**config.mk**
```make
export PLATFORM = sky130hd
export DESIGN_NAME = ol_sequencer_flat
export DESIGN_NICKNAME = d
export VERILOG_FILES = /design/src/rtl/ol_sequencer_if.sv /design/src/rtl/ol_sequencer.sv /design/src/flat_wrapper.sv
export SDC_FILE = /design/constraint.sdc
export NUM_CORES = 1
export LEC_CHECK = 0
export CAP_MARGIN = 20
export CORE_UTILIZATION = 39
export CTS_BUF_LIST = sky130_fd_sc_hd__clkbuf_4 sky130_fd_sc_hd__clkbuf_8
export CTS_CLUSTER_SIZE = 25
export DETAILED_ROUTE_END_ITERATION = 10
export PLACE_DENSITY = 0.75
export SYNTH_ARGS = -nofsm -noshare
export SYNTH_HDL_FRONTEND = slang
export SYNTH_SLANG_ARGS = --single-unit
export TNS_END_PERCENT = 30
```
**constraint.sdc**
```tcl
create_clock -name clock -period 2.75 [get_ports clock]
set_clock_uncertainty 0.2 [all_clocks]
set_input_delay 0.55 -clock clock [delete_from_list [all_inputs] [get_ports clock]]
set_output_delay 0.55 -clock clock [all_outputs]
set_load 0.02 [all_outputs]
```
**src/rtl/ol_sequencer_if.sv**
```systemverilog
// Object-list sequencer bus bundle: control, parser handshake and shared
// VRAM port. The error flag exists only when OL_WATCHDOG_EN is defined.
// master = sequencer side, slave = environment (parser, VRAM, host).
interface ol_sequencer_if;
    logic        start;
    logic        abort;
    logic [23:0] ol_base;
    logic [23:0] param_base;
    logic        busy;
    logic        done;
    logic [31:0] opb_word;
    logic [23:0] poly_addr;
    logic        render_poly;
    logic        poly_drawn;
    logic        isp_vram_rd;
    logic        isp_vram_wr;
    logic [23:0] isp_vram_addr;
    logic [31:0] isp_vram_dout;
    logic        vram_rd;
    logic        vram_wr;
    logic [23:0] vram_addr;
    logic [31:0] vram_dout;
    logic [31:0] vram_din;
    logic [15:0] poly_count;
`ifdef OL_WATCHDOG_EN
    logic        error;
`endif

    modport master (
        input  start, abort, ol_base, param_base, poly_drawn,
               isp_vram_rd, isp_vram_wr, isp_vram_addr, isp_vram_dout, vram_din,
        output busy, done, opb_word, poly_addr, render_poly,
               vram_rd, vram_wr, vram_addr, vram_dout, poly_count
`ifdef OL_WATCHDOG_EN
        , output error
`endif
    );

    modport slave (
        output start, abort, ol_base, param_base, poly_drawn,
               isp_vram_rd, isp_vram_wr, isp_vram_addr, isp_vram_dout, vram_din,
        input  busy, done, opb_word, poly_addr, render_poly,
               vram_rd, vram_wr, vram_addr, vram_dout, poly_count
`ifdef OL_WATCHDOG_EN
        , input error
`endif
    );
endinterface

```
**src/rtl/ol_sequencer.sv**
```systemverilog
// Object-list sequencer: walks an object list in VRAM, hands each
// primitive's parameter address to the parser and waits for completion.
// Optional macro OL_WATCHDOG_EN adds a fetch-count watchdog and error flag.
//
// state       | meaning
// ------------+-----------------------------------------------
// IDLE        | waiting for start
// FETCH       | vram_rd issued at ol_addr
// WAIT        | read data returning, latched into opb_word
// DECODE      | classify opb_word: primitive / EOL / link / skip
// RENDER      | render_poly pulse, primitive counted
// WAIT_DRAWN  | parser owns VRAM, waiting for poly_drawn
module ol_sequencer (
    input  logic            clock,
    input  logic            reset_n,
    ol_sequencer_if.master  bus
);

    localparam logic [2:0] ST_IDLE       = 3'd0;
    localparam logic [2:0] ST_FETCH      = 3'd1;
    localparam logic [2:0] ST_WAIT       = 3'd2;
    localparam logic [2:0] ST_DECODE     = 3'd3;
    localparam logic [2:0] ST_RENDER     = 3'd4;
    localparam logic [2:0] ST_WAIT_DRAWN = 3'd5;

    logic [2:0]  state_q, state_d;
    logic [23:0] ol_addr_q, ol_addr_d;
    logic [31:0] opb_word_q, opb_word_d;
    logic [23:0] poly_addr_q, poly_addr_d;
    logic [15:0] poly_count_q, poly_count_d;
    logic        busy_q, busy_d;
    logic        done_q, done_d;
    logic        drawn_pend_q, drawn_pend_d;

    logic        is_poly, is_eol, is_link;
    logic        wd_trip;
    logic        parser_owns;

`ifdef OL_WATCHDOG_EN
    logic [11:0] wd_cnt_q, wd_cnt_d;
    logic        error_q, error_d;
    assign wd_trip = (wd_cnt_q == 12'hFFF);
`else
    assign wd_trip = 1'b0;
`endif

    // Word type classification from the latched OL word
    always_comb begin
        is_poly = !opb_word_q[31] || (opb_word_q[31:29] == 3'b100) || (opb_word_q[31:29] == 3'b101);
        is_eol  = (opb_word_q[31:29] == 3'b111) &&  opb_word_q[28];
        is_link = (opb_word_q[31:29] == 3'b111) && !opb_word_q[28];
    end

    // Next-state logic; abort overrides every state
    always_comb begin
        state_d      = state_q;
        ol_addr_d    = ol_addr_q;
        opb_word_d   = opb_word_q;
        poly_addr_d  = poly_addr_q;
        poly_count_d = poly_count_q;
        busy_d       = busy_q;
        done_d       = 1'b0;
        drawn_pend_d = drawn_pend_q;
`ifdef OL_WATCHDOG_EN
        wd_cnt_d     = wd_cnt_q;
        error_d      = error_q;
`endif
        if (bus.abort) begin
            state_d      = ST_IDLE;
            busy_d       = 1'b0;
            drawn_pend_d = 1'b0;
        end else begin
            case (state_q)
                ST_IDLE: begin
                    if (bus.start) begin
                        ol_addr_d    = bus.ol_base;
                        poly_count_d = 16'd0;
                        busy_d       = 1'b1;
                        state_d      = ST_FETCH;
`ifdef OL_WATCHDOG_EN
                        wd_cnt_d     = 12'd0;
                        error_d      = 1'b0;
`endif
                    end
                end
                ST_FETCH: begin
                    state_d = ST_WAIT;
`ifdef OL_WATCHDOG_EN
                    if (wd_cnt_q != 12'hFFF) wd_cnt_d = wd_cnt_q + 12'd1;
`endif
                end
                ST_WAIT: begin
                    opb_word_d = bus.vram_din;
                    state_d    = ST_DECODE;
                end
                ST_DECODE: begin
                    if (wd_trip) begin
                        busy_d  = 1'b0;
                        state_d = ST_IDLE;
`ifdef OL_WATCHDOG_EN
                        error_d = 1'b1;
`endif
                    end else if (is_poly) begin
                        // parameter offset is in words; 24-bit sum wraps
                        poly_addr_d = bus.param_base + {1'b0, opb_word_q[20:0], 2'b00};
                        state_d     = ST_RENDER;
                    end else if (is_eol) begin
                        done_d  = 1'b1;
                        busy_d  = 1'b0;
                        state_d = ST_IDLE;
                    end else if (is_link) begin
                        ol_addr_d = {opb_word_q[23:2], 2'b00};
                        state_d   = ST_FETCH;
                    end else begin
                        ol_addr_d = ol_addr_q + 24'd4;
                        state_d   = ST_FETCH;
                    end
                end
                ST_RENDER: begin
                    if (poly_count_q != 16'hFFFF) poly_count_d = poly_count_q + 16'd1;
                    // a completion arriving with render_poly is held for WAIT_DRAWN
                    drawn_pend_d = bus.poly_drawn;
                    state_d      = ST_WAIT_DRAWN;
                end
                ST_WAIT_DRAWN: begin
                    if (bus.poly_drawn || drawn_pend_q) begin
                        drawn_pend_d = 1'b0;
                        ol_addr_d    = ol_addr_q + 24'd4;
                        state_d      = ST_FETCH;
                    end
                end
                default: begin
                    state_d = ST_IDLE;
                    busy_d  = 1'b0;
                end
            endcase
        end
    end

    // State and datapath registers
    always_ff @(posedge clock or negedge reset_n) begin
        if (!reset_n) begin
            state_q      <= ST_IDLE;
            ol_addr_q    <= 24'd0;
            opb_word_q   <= 32'd0;
            poly_addr_q  <= 24'd0;
            poly_count_q <= 16'd0;
            busy_q       <= 1'b0;
            done_q       <= 1'b0;
            drawn_pend_q <= 1'b0;
        end else begin
            state_q      <= state_d;
            ol_addr_q    <= ol_addr_d;
            opb_word_q   <= opb_word_d;
            poly_addr_q  <= poly_addr_d;
            poly_count_q <= poly_count_d;
            busy_q       <= busy_d;
            done_q       <= done_d;
            drawn_pend_q <= drawn_pend_d;
        end
    end

`ifdef OL_WATCHDOG_EN
    // Watchdog fetch counter and sticky error flag
    always_ff @(posedge clock or negedge reset_n) begin
        if (!reset_n) begin
            wd_cnt_q <= 12'd0;
            error_q  <= 1'b0;
        end else begin
            wd_cnt_q <= wd_cnt_d;
            error_q  <= error_d;
        end
    end
    assign bus.error = error_q;
`endif

    // VRAM port mux: parser owns it while a primitive is in flight
    always_comb begin
        parser_owns = ((state_q == ST_RENDER) || (state_q == ST_WAIT_DRAWN)) && !bus.abort;
        if (parser_owns) begin
            bus.vram_rd   = bus.isp_vram_rd;
            bus.vram_wr   = bus.isp_vram_wr;
            bus.vram_addr = bus.isp_vram_addr;
            bus.vram_dout = bus.isp_vram_dout;
        end else begin
            bus.vram_rd   = (state_q == ST_FETCH) && !bus.abort;
            bus.vram_wr   = 1'b0;
            bus.vram_addr = ol_addr_q;
            bus.vram_dout = 32'd0;
        end
    end

    assign bus.render_poly = (state_q == ST_RENDER) && !bus.abort;
    assign bus.busy        = busy_q;
    assign bus.done        = done_q;
    assign bus.opb_word    = opb_word_q;
    assign bus.poly_addr   = poly_addr_q;
    assign bus.poly_count  = poly_count_q;

endmodule
```
**src/flat_wrapper.sv**
```systemverilog
// flat-port wrapper written by rule: the top's interface ports become plain ports
module ol_sequencer_flat 
  (clock, reset_n, bus_start, bus_abort, bus_ol_base, bus_param_base, bus_poly_drawn, bus_isp_vram_rd, bus_isp_vram_wr, bus_isp_vram_addr, bus_isp_vram_dout, bus_vram_din, bus_busy, bus_done, bus_opb_word, bus_poly_addr, bus_render_poly, bus_vram_rd, bus_vram_wr, bus_vram_addr, bus_vram_dout, bus_poly_count);
  ol_sequencer_if bus_i ();
  input  logic clock;
  input  logic reset_n;
  input wire logic [$bits(bus_i.start)-1:0] bus_start;
  input wire logic [$bits(bus_i.abort)-1:0] bus_abort;
  input wire logic [$bits(bus_i.ol_base)-1:0] bus_ol_base;
  input wire logic [$bits(bus_i.param_base)-1:0] bus_param_base;
  input wire logic [$bits(bus_i.poly_drawn)-1:0] bus_poly_drawn;
  input wire logic [$bits(bus_i.isp_vram_rd)-1:0] bus_isp_vram_rd;
  input wire logic [$bits(bus_i.isp_vram_wr)-1:0] bus_isp_vram_wr;
  input wire logic [$bits(bus_i.isp_vram_addr)-1:0] bus_isp_vram_addr;
  input wire logic [$bits(bus_i.isp_vram_dout)-1:0] bus_isp_vram_dout;
  input wire logic [$bits(bus_i.vram_din)-1:0] bus_vram_din;
  output wire logic [$bits(bus_i.busy)-1:0] bus_busy;
  output wire logic [$bits(bus_i.done)-1:0] bus_done;
  output wire logic [$bits(bus_i.opb_word)-1:0] bus_opb_word;
  output wire logic [$bits(bus_i.poly_addr)-1:0] bus_poly_addr;
  output wire logic [$bits(bus_i.render_poly)-1:0] bus_render_poly;
  output wire logic [$bits(bus_i.vram_rd)-1:0] bus_vram_rd;
  output wire logic [$bits(bus_i.vram_wr)-1:0] bus_vram_wr;
  output wire logic [$bits(bus_i.vram_addr)-1:0] bus_vram_addr;
  output wire logic [$bits(bus_i.vram_dout)-1:0] bus_vram_dout;
  output wire logic [$bits(bus_i.poly_count)-1:0] bus_poly_count;
  assign bus_i.start = bus_start;
  assign bus_i.abort = bus_abort;
  assign bus_i.ol_base = bus_ol_base;
  assign bus_i.param_base = bus_param_base;
  assign bus_i.poly_drawn = bus_poly_drawn;
  assign bus_i.isp_vram_rd = bus_isp_vram_rd;
  assign bus_i.isp_vram_wr = bus_isp_vram_wr;
  assign bus_i.isp_vram_addr = bus_isp_vram_addr;
  assign bus_i.isp_vram_dout = bus_isp_vram_dout;
  assign bus_i.vram_din = bus_vram_din;
  assign bus_busy = bus_i.busy;
  assign bus_done = bus_i.done;
  assign bus_opb_word = bus_i.opb_word;
  assign bus_poly_addr = bus_i.poly_addr;
  assign bus_render_poly = bus_i.render_poly;
  assign bus_vram_rd = bus_i.vram_rd;
  assign bus_vram_wr = bus_i.vram_wr;
  assign bus_vram_addr = bus_i.vram_addr;
  assign bus_vram_dout = bus_i.vram_dout;
  assign bus_poly_count = bus_i.poly_count;
  ol_sequencer u_core (.clock(clock), .reset_n(reset_n), .bus(bus_i));
endmodule
```
==> results of run 1 <==
cells in the mapped netlist, types with 5 or more instances:
master,number,share of area (%)
dfrtp_1,102,39
nand2_1,76,4.4
o21ai_0,75,5.8
mux2_2,50,8.7
nor2_1,42,2.4
and2_1,39,3.8
clkbuf_1,25,1.4
ha_1,23,4.4
a21oi_1,22,1.7
a21o_1,21,2.4
nand3_1,19,1.5
nor3_1,17,1.3
xnor2_1,16,2.2
a221oi_1,13,1.8
inv_1,12,0.69
a31oi_1,11,1.1
and3_1,11,1.1
buf_2,11,0.85
nand4_1,11,1.1
xor2_1,11,1.5
a22o_1,7,0.94
a22oi_1,7,0.81
o31a_1,6,0.81
nor2b_1,5,0.48
nor3b_1,5,0.58
nor4_1,5,0.48
area by class of cell:
cell class              count  share of cell area [%]
clock inverters             5                   1.012
inverters                  12                  0.4388
clock buffers              11                   1.475
repair buffers            360                   32.69
multi-input cells         549                   36.88
well taps                 216                   2.633
flip-flops and latches    102                   24.87
power groups by stage:
stage	logic [mW]	clock network [mW]	registers, mW
CTS	5.97	1.25	2.67
global placement	5.92	0	2.68
global route	6.46	1.32	2.77
detailed placement	6.02	0	2.69
finish	5.98	1.23	2.68
floorplan	2.83	0	3.00
final timing paths:
path | start | endpoint | slack, ns | depth (start not counted)
setup / recovery | bus_param_base[3] | u_core.bus.poly_addr[23] | 0.09 | 10
setup reg to reg | u_core.bus.opb_word[3] | u_core.bus.poly_addr[23] | 0.21 | 9
hold / removal | u_core.bus.poly_addr[0] | u_core.bus.poly_addr[0] | 0.30 | 2
min in group asynchronous | reset_n | u_core.bus.poly_addr[3] | 0.33 | 2
hold reg to reg | u_core.bus.poly_addr[0] | u_core.bus.poly_addr[0] | 0.30 | 2
max in group asynchronous | reset_n | u_core.bus.opb_word[10] | 1.36 | 3
metal layers:
layer,track usage (%),wire [um],up-vias
li1,-,-,3246
met1,33.99,9568,3235
met2,44.38,11010,298
met3,5.497,1689,42
met4,11.09,695,0
met5,0,0,-
kinds of logic (layout without fill, tap and decap cells):
kind of cell	after synthesis	after routing	synth area share [%]
mux	53	53	9.136
xor+xnor	27	27	3.643
buf+inv	53	388	3.450
flops	102	102	39.32
simple gates	250	250	19.95
compound gates	195	195	19.76
fa+ha+maj	24	24	4.742
repair_timing:
item | in CTS | in global routing
hold buffers | 1 | 0
buffers inserted | 1 | 2
endpoints found under the hold margin | 10 | 0
pin swaps | 2 | 11
setup endpoints to repair | 58 | 26
cloned | 1 | 0
gates resized for setup | 86 | 35
worst max-delay path, delay by kind of cell:
kind / cells / cell delay [ns]
AO/OA/AOI/OAI: 4 / 1.00
AND/OR/NAND/NOR: 3 / 0.31
buffers and inverters: 2 / 0.63
adder cells (fa/ha/maj): 1 / 0.29
flip-flops by register name, summed over array words and instances (netlist names):
signal	flops
u_core.bus.opb_word	32
u_core.ol_addr_q	24
u_core.drawn_pend_q	1
u_core.bus.done	1
u_core.bus.busy	1
u_core.bus.poly_count	16
u_core.bus.poly_addr	24
u_core.state_q	3
==> impl_metrics.ini, run 1 <==
[worst_hold_path]
hold_class = flop to flop

[setup_path]
path_max_fanout = 4
cpPeakStageDelay_ns = 0.44
cp.required_ns = 2.86
cp-end-kind = flop
crit_path_start_kind = primary input
crit_slowest_cell = clkdlybuf4s50_1
worstPathCellList = clkdlybuf4s50_1 -> ha_1 -> a21o_1 -> nand4_1 -> a2111oi_2 -> buf_4 -> nor2_1 -> a211oi_2 -> nor3_1 -> o31ai_1
critPathKind = primary input to flop
arrival_ns = 2.77

[layout]
final_common_cell = clkdlybuf4s50_1
post-route-util_pct = 63.92
nets = 1201
syn2layout_area_growth_pct = 58.13
design_area_mm2 = 0.01026
most-common-layout-cells = clkdlybuf4s50_1 (213), dfrtp_1 (102), buf_4 (80), nand2_1 (76), o21ai_0 (71)
drive_above_1_share_pct = 18.48
multi_input_area_mm2 = 0.003786
seq_area_mm2 = 0.002552
fin_cells = 1255
fillers = 1363
diodes = 0

[yosys]
ys_ff_latch = 102
synth_enable_flop_cells = 0
avgSynthCellArea_um2 = 9.220
synth_warnings = 0
yosysUniqueCellTypes = 61
syn_nets = 871
syn_area_mm2 = 0.006491
synth_seq_area_share_pct = 39.32
syn_inst = 704
synthArstFlopShare_pct = 100.0
ys.flop_type = dfrtp_1

[timing]
tightest_slew_ns = 0.9536
drv_slew = 0
hold_violations = 0
min_period_ns = 2.663
slew_headroom_pct = 36.00
finalSetupTns_ns = 0
period_share_pct = 96.83
rsz0062_at_grt = yes
whs_ns = 0.2991
clock.fmax_mhz = 375.6
setup_ws_ns = 0.08726
setup_viol_count_final = 0

[pwr]
p_sw_mw = 4.240
p_leak_nw = 4.647
sequentialPowerShare_pct = 27.1
pwr-share-comb_pct = 60.5
vdd_drop_max_uv = 610.2
cellInternalPower_mw = 5.645
power_mw = 9.886
clockPowerShare_pct = 12.4
cellPowerDensity_mw_per_mm2 = 963.0
switching_share_pct = 42.89

[floorplan]
io_pins = 276
die-area_mm2 = 0.01716
start_util_pct = 40.42
coreArea_mm2 = 0.01606
fp.dieW_um = 131.0
fp.dieH_um = 131.0
num_rows = 46

[global_route]
antenna_found_initial = 0
grt_usage_pct = 26.77
grt_overflow = 0
grt_pass1_wl_mm = 34.53
grt_max_degree = 60
grt_pass1_vias = 6520

[route]
route.detailed.drc = 0
ant_nets = 0
routed-via-count = 6821
avgRoutedWirePerCell_um = 18.29
vias_per_cell = 5.435
finalWirelength_mm = 22.96
dr.first_iter.drc_count = 493
drtPass1Iterations = 5

[placed_design]
numPlacedInstances = 1234
hpwlAfterDp_mm = 17.82
gp_congestion = 0.8610
place_area_mm2 = 0.01002
post-place-ws_ns = -0.4456
io_buffers = 275

[clock_network]
clk_latency_ns = 0.39
cts_buffers = 9
cts_root_buf = clkbuf_8
htree_num_levels = 3
clk_path_buf_depth = 2
tritoncts = done
clk_pin_slew_ns = 0.11
cts_num_sinks = 102

[job]
max-cap-violations = 0

[run_status]
status = finished, final reports clean
No activity file was read; power rests on OpenSTA's default activity.
==> inputs of run 2 (changes only) <==
TNS_END_PERCENT = 20   (was 30)
==> run 2 against run 1 <==
Effect of this change:
- clock power is essentially flat
- die area is the same
- worst hold slack unchanged
- critical path depth is the same
- first-iteration DRC count up 1.4%
- sequential power barely moved
- critical endpoint is now u_core.bus.poly_addr[17]
- worst setup slack got worse by 0.034 ns
- global-route usage stayed put
==> impl_metrics.ini, run 2 (synthesis gave the netlist of run 1 again) <==
[run_status]
status = finished, final reports clean

[pwr]
cellInternalPower_mw = 5.646
p_sw_mw = 4.242
power_mw = 9.888
p_leak_nw = 4.647
switching_share_pct = 42.90
cellPowerDensity_mw_per_mm2 = 963.3
pwr-share-comb_pct = 60.5
sequentialPowerShare_pct = 27.1
clockPowerShare_pct = 12.4
vdd_drop_max_uv = 611.0

[floorplan]
die-area_mm2 = 0.01716
fp.dieH_um = 131.0
start_util_pct = 40.42
coreArea_mm2 = 0.01606
num_rows = 46
io_pins = 276
fp.dieW_um = 131.0

[placed_design]
post-place-ws_ns = -0.4456
io_buffers = 275
hpwlAfterDp_mm = 17.82
place_area_mm2 = 0.01002
gp_congestion = 0.8610

[clock_network]
cts_root_buf = clkbuf_8
htree_num_levels = 3
cts_buffers = 9
clk_pin_slew_ns = 0.10
tritoncts = done
clk_path_buf_depth = 2
cts_num_sinks = 102
clk_latency_ns = 0.39

[timing]
setup_ws_ns = 0.05321
slew_headroom_pct = 35.80
min_period_ns = 2.697
hold_violations = 0
rsz0062_at_grt = yes
tightest_slew_ns = 0.9565
drv_slew = 0
clock.fmax_mhz = 370.8
setup_viol_count_final = 0
whs_ns = 0.2991
finalSetupTns_ns = 0
period_share_pct = 98.06

[setup_path]
crit_path_start_kind = primary input
critPathKind = primary input to flop
crit_buf_inv = 2
rr_startpoint = u_core.bus.opb_word[3]
r2r_setup_slack_ns = 0.22
reg2regPathDepth = 9
worstReg2RegEnd = u_core.bus.poly_addr[23]
worstPathCellList = clkdlybuf4s50_1 -> ha_1 -> a21o_1 -> nand4_1 -> a2111oi_2 -> buf_4 -> nor4_1 -> o41ai_1 -> xnor2_1 -> o21ai_0
critical-path-top-delay-family = compound AO/OA/AOI/OAI gates
arrival_ns = 2.77
cpPeakStageDelay_ns = 0.44
cp.required_ns = 2.82
crit_slowest_cell = clkdlybuf4s50_1
path_max_fanout = 3
cp-end-kind = flop
worst-path-stages = 10

[layout]
largest_register_ffs = 32
diodes = 0
drive_above_1_share_pct = 18.48
final_common_cell = clkdlybuf4s50_1
fillers = 1363
syn2layout_area_growth_pct = 58.13
design_area_mm2 = 0.01026
most-common-layout-cells = clkdlybuf4s50_1 (213), dfrtp_1 (102), buf_4 (80), nand2_1 (76), o21ai_0 (71)
nets = 1201

[global_route]
grt_usage_pct = 26.77
grt_overflow = 0
antenna_found_initial = 0
grt_pass1_vias = 6520
grt_pass1_wl_mm = 34.53
grt_max_degree = 60

[route]
avgRoutedWirePerCell_um = 18.29
routed-via-count = 6809
highest_layer = met4
vias_per_cell = 5.425
route.detailed.drc = 0
drtPass1Iterations = 5
finalWirelength_mm = 22.96
dr.first_iter.drc_count = 500
ant_nets = 0
routedLengthMet1_mm = 9.572
dr_wl_met2_mm = 11.01
wl_met3_mm = 1.676

[worst_hold_path]
hold_depth = 2
hold_class = flop to flop
hold_start = u_core.bus.poly_addr[0]
whs_endpoint = u_core.bus.poly_addr[0]

[job]
max-cap-violations = 0
run 2: cell counts in the layout (fill, tap and decap cells not counted):
Identical to the previous run, type by type.
run 2: what timing repair did:
action / in CTS / in global routing
hold buffers: 1 / 0
setup endpoints to repair: 58 / 26
setup buffers: 1 / 2
pin swaps: 2 / 10
cloned: 1 / 0
resized for setup: 86 / 35
endpoints found under the hold margin: 10 / 0
run 2: routing by layer:
layer / track usage [%] / vias to the layer above
met5: 0 / -
met2: 44.38 / 289
li1: - / 3245
met3: 5.497 / 40
met4: 11.09 / 0
met1: 33.99 / 3235
run 2: final cells by class:
type,instances,area (um^2),area share (%)
Clock inverter,5,103.9,1.012
Multi-Input combinational cell,549,3786,36.88
Timing Repair Buffer,360,3356,32.69
Inverter,12,45.04,0.4388
Clock buffer,11,151.4,1.475
Tap cell,216,270.3,2.633
Sequential cell,102,2552,24.87
run 2: how the worst max path moves through the flow:
stage / from / end / slack [ns]
2_1_floorplan: bus_param_base[2] / u_core.bus.poly_addr[20] / 0.11
3_3_place_gp: bus_param_base[2] / u_core.bus.poly_addr[20] / -0.38
3_5_place_dp: bus_param_base[2] / u_core.bus.poly_addr[20] / -0.45
4_1_cts: bus_param_base[2] / u_core.bus.poly_addr[20] / -0.009
5_1_grt: bus_param_base[3] / u_core.bus.poly_addr[17] / -0.08
6_report: bus_param_base[3] / u_core.bus.poly_addr[17] / 0.05
run 2: metrics by stage:
| stage | util, % | std cells |
|---|---|---|
| after floorplan | - | 704 |
| after global placement | 62.43 | 1234 |
| after detailed placement | 62.43 | 1234 |
| after CTS | 64.13 | 1253 |
| after global routing | 63.92 | 1255 |
| final | 63.92 | 1255 |
run 2: power by group through the flow:
stage	clock, mW	combinational, mW	sequential, mW
6_report	1.23	5.98	2.68
3_5_place_dp	0	6.02	2.69
2_1_floorplan	0	2.83	3.00
3_3_place_gp	0	5.92	2.68
5_1_grt	1.32	6.46	2.77
4_1_cts	1.25	5.97	2.67
run 2: worst min-delay path, delay by kind of cell (launching register included):
kind | cells | cell delay, ns
simple gates | 2 | 0.11
flops | 1 | 0.36
==> inputs of run 3 (changes only) <==
CTS_BUF_LIST = unset   (was sky130_fd_sc_hd__clkbuf_4 sky130_fd_sc_hd__clkbuf_8)
HOLD_SLACK_MARGIN = 0.05   (was unset)
==> run 3 against run 2 <==
Effect of this change:
- count of clock-buffer cells in the layout unchanged
- combinational power is essentially flat
- sequential power is essentially flat
- critical path type is now primary input to output pin
- largest power group unchanged
==> impl_metrics.ini, run 3 (synthesis gave the netlist of run 1 again) <==
[run_status]
status = finished, final reports clean

[pwr]
p_sw_mw = 4.256
cellInternalPower_mw = 5.977
vdd_drop_max_uv = 615.3
switching_share_pct = 41.59
sequentialPowerShare_pct = 26.2
p_leak_nw = 4.793
pwr-share-comb_pct = 58.7
cellPowerDensity_mw_per_mm2 = 980.4
clockPowerShare_pct = 15.0

[placed_design]
gp_congestion = 0.8610
post-place-ws_ns = -0.4456
io_buffers = 275
hpwlAfterDp_mm = 17.82
numPlacedInstances = 1234

[clock_network]
clk_path_buf_depth = 2
clk_latency_ns = 0.36
tritoncts = done
cts_root_buf = clkbuf_16
htree_num_levels = 3
clk_pin_slew_ns = 0.07
cts_buffers = 9
cts_num_sinks = 102

[route]
routed-via-count = 6834
drtPass1Iterations = 6
vias_per_cell = 5.441
avgRoutedWirePerCell_um = 18.28
dr.first_iter.drc_count = 546
finalWirelength_mm = 22.97
route.detailed.drc = 0
ant_nets = 0

[setup_path]
reg2regPathDepth = 9
r2r_setup_slack_ns = 0.20
arrival_ns = 1.99
cp.required_ns = 2.00
rr_startpoint = u_core.bus.opb_word[3]
cp-end-kind = output pin
crit_path_start_kind = primary input
cp-startpoint = bus_isp_vram_rd
worstReg2RegEnd = u_core.bus.poly_addr[17]
path_max_fanout = 1
critPathKind = primary input to output pin

[timing]
period_share_pct = 99.63
tightest_slew_ns = 0.9663
slew_headroom_pct = 35.15
drv_slew = 0
min_period_ns = 2.740
setup_viol_count_final = 0
setup_ws_ns = 0.01015
clock.fmax_mhz = 365.0
rsz0062_at_grt = yes
hold_violations = 0

[global_route]
grt_overflow = 0
antenna_found_initial = 0
grt_max_degree = 60
grt_pass1_vias = 6539
grt_usage_pct = 26.64
grt_pass1_wl_mm = 34.57

[floorplan]
coreArea_mm2 = 0.01606
start_util_pct = 40.42
num_rows = 46
fp.dieH_um = 131.0
die-area_mm2 = 0.01716
fp.dieW_um = 131.0
io_pins = 276

[layout]
diodes = 0
nets = 1202
syn2layout_area_growth_pct = 60.79
multi_input_area_mm2 = 0.003779
largest_register_ffs = 32
fin_cells = 1256
most-common-layout-cells = clkdlybuf4s50_1 (215), dfrtp_1 (101), buf_4 (80), nand2_1 (76), o21ai_0 (71)
final_common_cell = clkdlybuf4s50_1
drive_above_1_share_pct = 17.50
fillers = 1320
seq_area_mm2 = 0.002554

[worst_hold_path]
hold_class = flop to flop
hold_start = u_core.bus.poly_addr[0]
whs_endpoint = u_core.bus.poly_addr[0]
hold_depth = 2

[job]
max-cap-violations = 0
-- run 3: cell count changes in the layout (fill, tap and decap cells not counted), moves of 2 or more --
| cell | change |
|---|---|
| clkbuf_8 | -9 |
| clkdlybuf4s50_1 | +2 |
| clkbuf_2 | -14 |
| buf_2 | +5 |
| dlymetal6s2s_1 | +6 |
| dlygate4sd2_1 | -2 |
| clkbuf_16 | +9 |
| clkdlybuf4s15_1 | +4 |
-- run 3: layout make-up --
class / count / area share, %
timing repair buffer: 361 / 32.89
sequential: 102 / 24.47
tap: 216 / 2.589
multi-input combinational: 549 / 36.20
clock buffer: 11 / 2.421
clock inverter: 5 / 0.9950
inverter: 12 / 0.4316
-- run 3: power groups by stage --
stage | combinational, mW | sequential [mW] | clock (mW)
6_report | 6.01 | 2.68 | 1.54
5_1_grt | 6.50 | 2.78 | 1.63
4_1_cts | 5.93 | 2.68 | 1.57
3_5_place_dp | 6.02 | 2.69 | 0
3_3_place_gp | 5.92 | 2.68 | 0
2_1_floorplan | 2.83 | 3.00 | 0
-- run 3: what timing repair did --
item | CTS | global route
pin swaps | 2 | 7
cloned | 1 | 0
buffers inserted | 1 | 3
setup endpoints to repair | 62 | 21
resized for setup | 80 | 25
hold buffers | 1 | 0
hold endpoints to repair | 10 | 0
-- run 3: through the flow --
stage / TNS, ns / hold WS, ns / area, um^2 / utilization [%] / power (mW)
floorplan: 0 / 0.05441 / 6491 / - / 5.837
global placement: -18.61 / 0.2048 / 10020 / 62.43 / 8.598
detailed placement: -19.63 / 0.2082 / 10020 / 62.43 / 8.709
CTS: -0.1479 / 0.2958 / 10360 / 64.52 / 10.18
global route: -0.2039 / 0.3195 / 10440 / 65.00 / 10.91
finish: 0 / 0.2927 / 10440 / 65.00 / 10.23
-- run 3: how the worst max path moves through the flow --
stage | to | slack [ns] | depth (start not counted)
CTS | u_core.bus.poly_addr[20] | -0.06 | 12
global route | u_core.bus.poly_addr[17] | -0.1 | 10
floorplan | u_core.bus.poly_addr[20] | 0.11 | 10
finish | bus_vram_rd | 0.01 | 4
detailed placement | u_core.bus.poly_addr[20] | -0.45 | 12
global placement | u_core.bus.poly_addr[20] | -0.38 | 12
-- run 3: metal layers --
metal	track usage (%)	share of wire, %
met5	0	0
met2	44.66	48
met1	33.45	41
met4	11.63	3.0
met3	5.049	7.4
-- run 3: critical path: stages --
cell and delay (ns):
clkdlybuf4s50_1 0.48, mux2i_1 0.07, nor3_1 0.23, clkdlybuf4s50_1 0.66
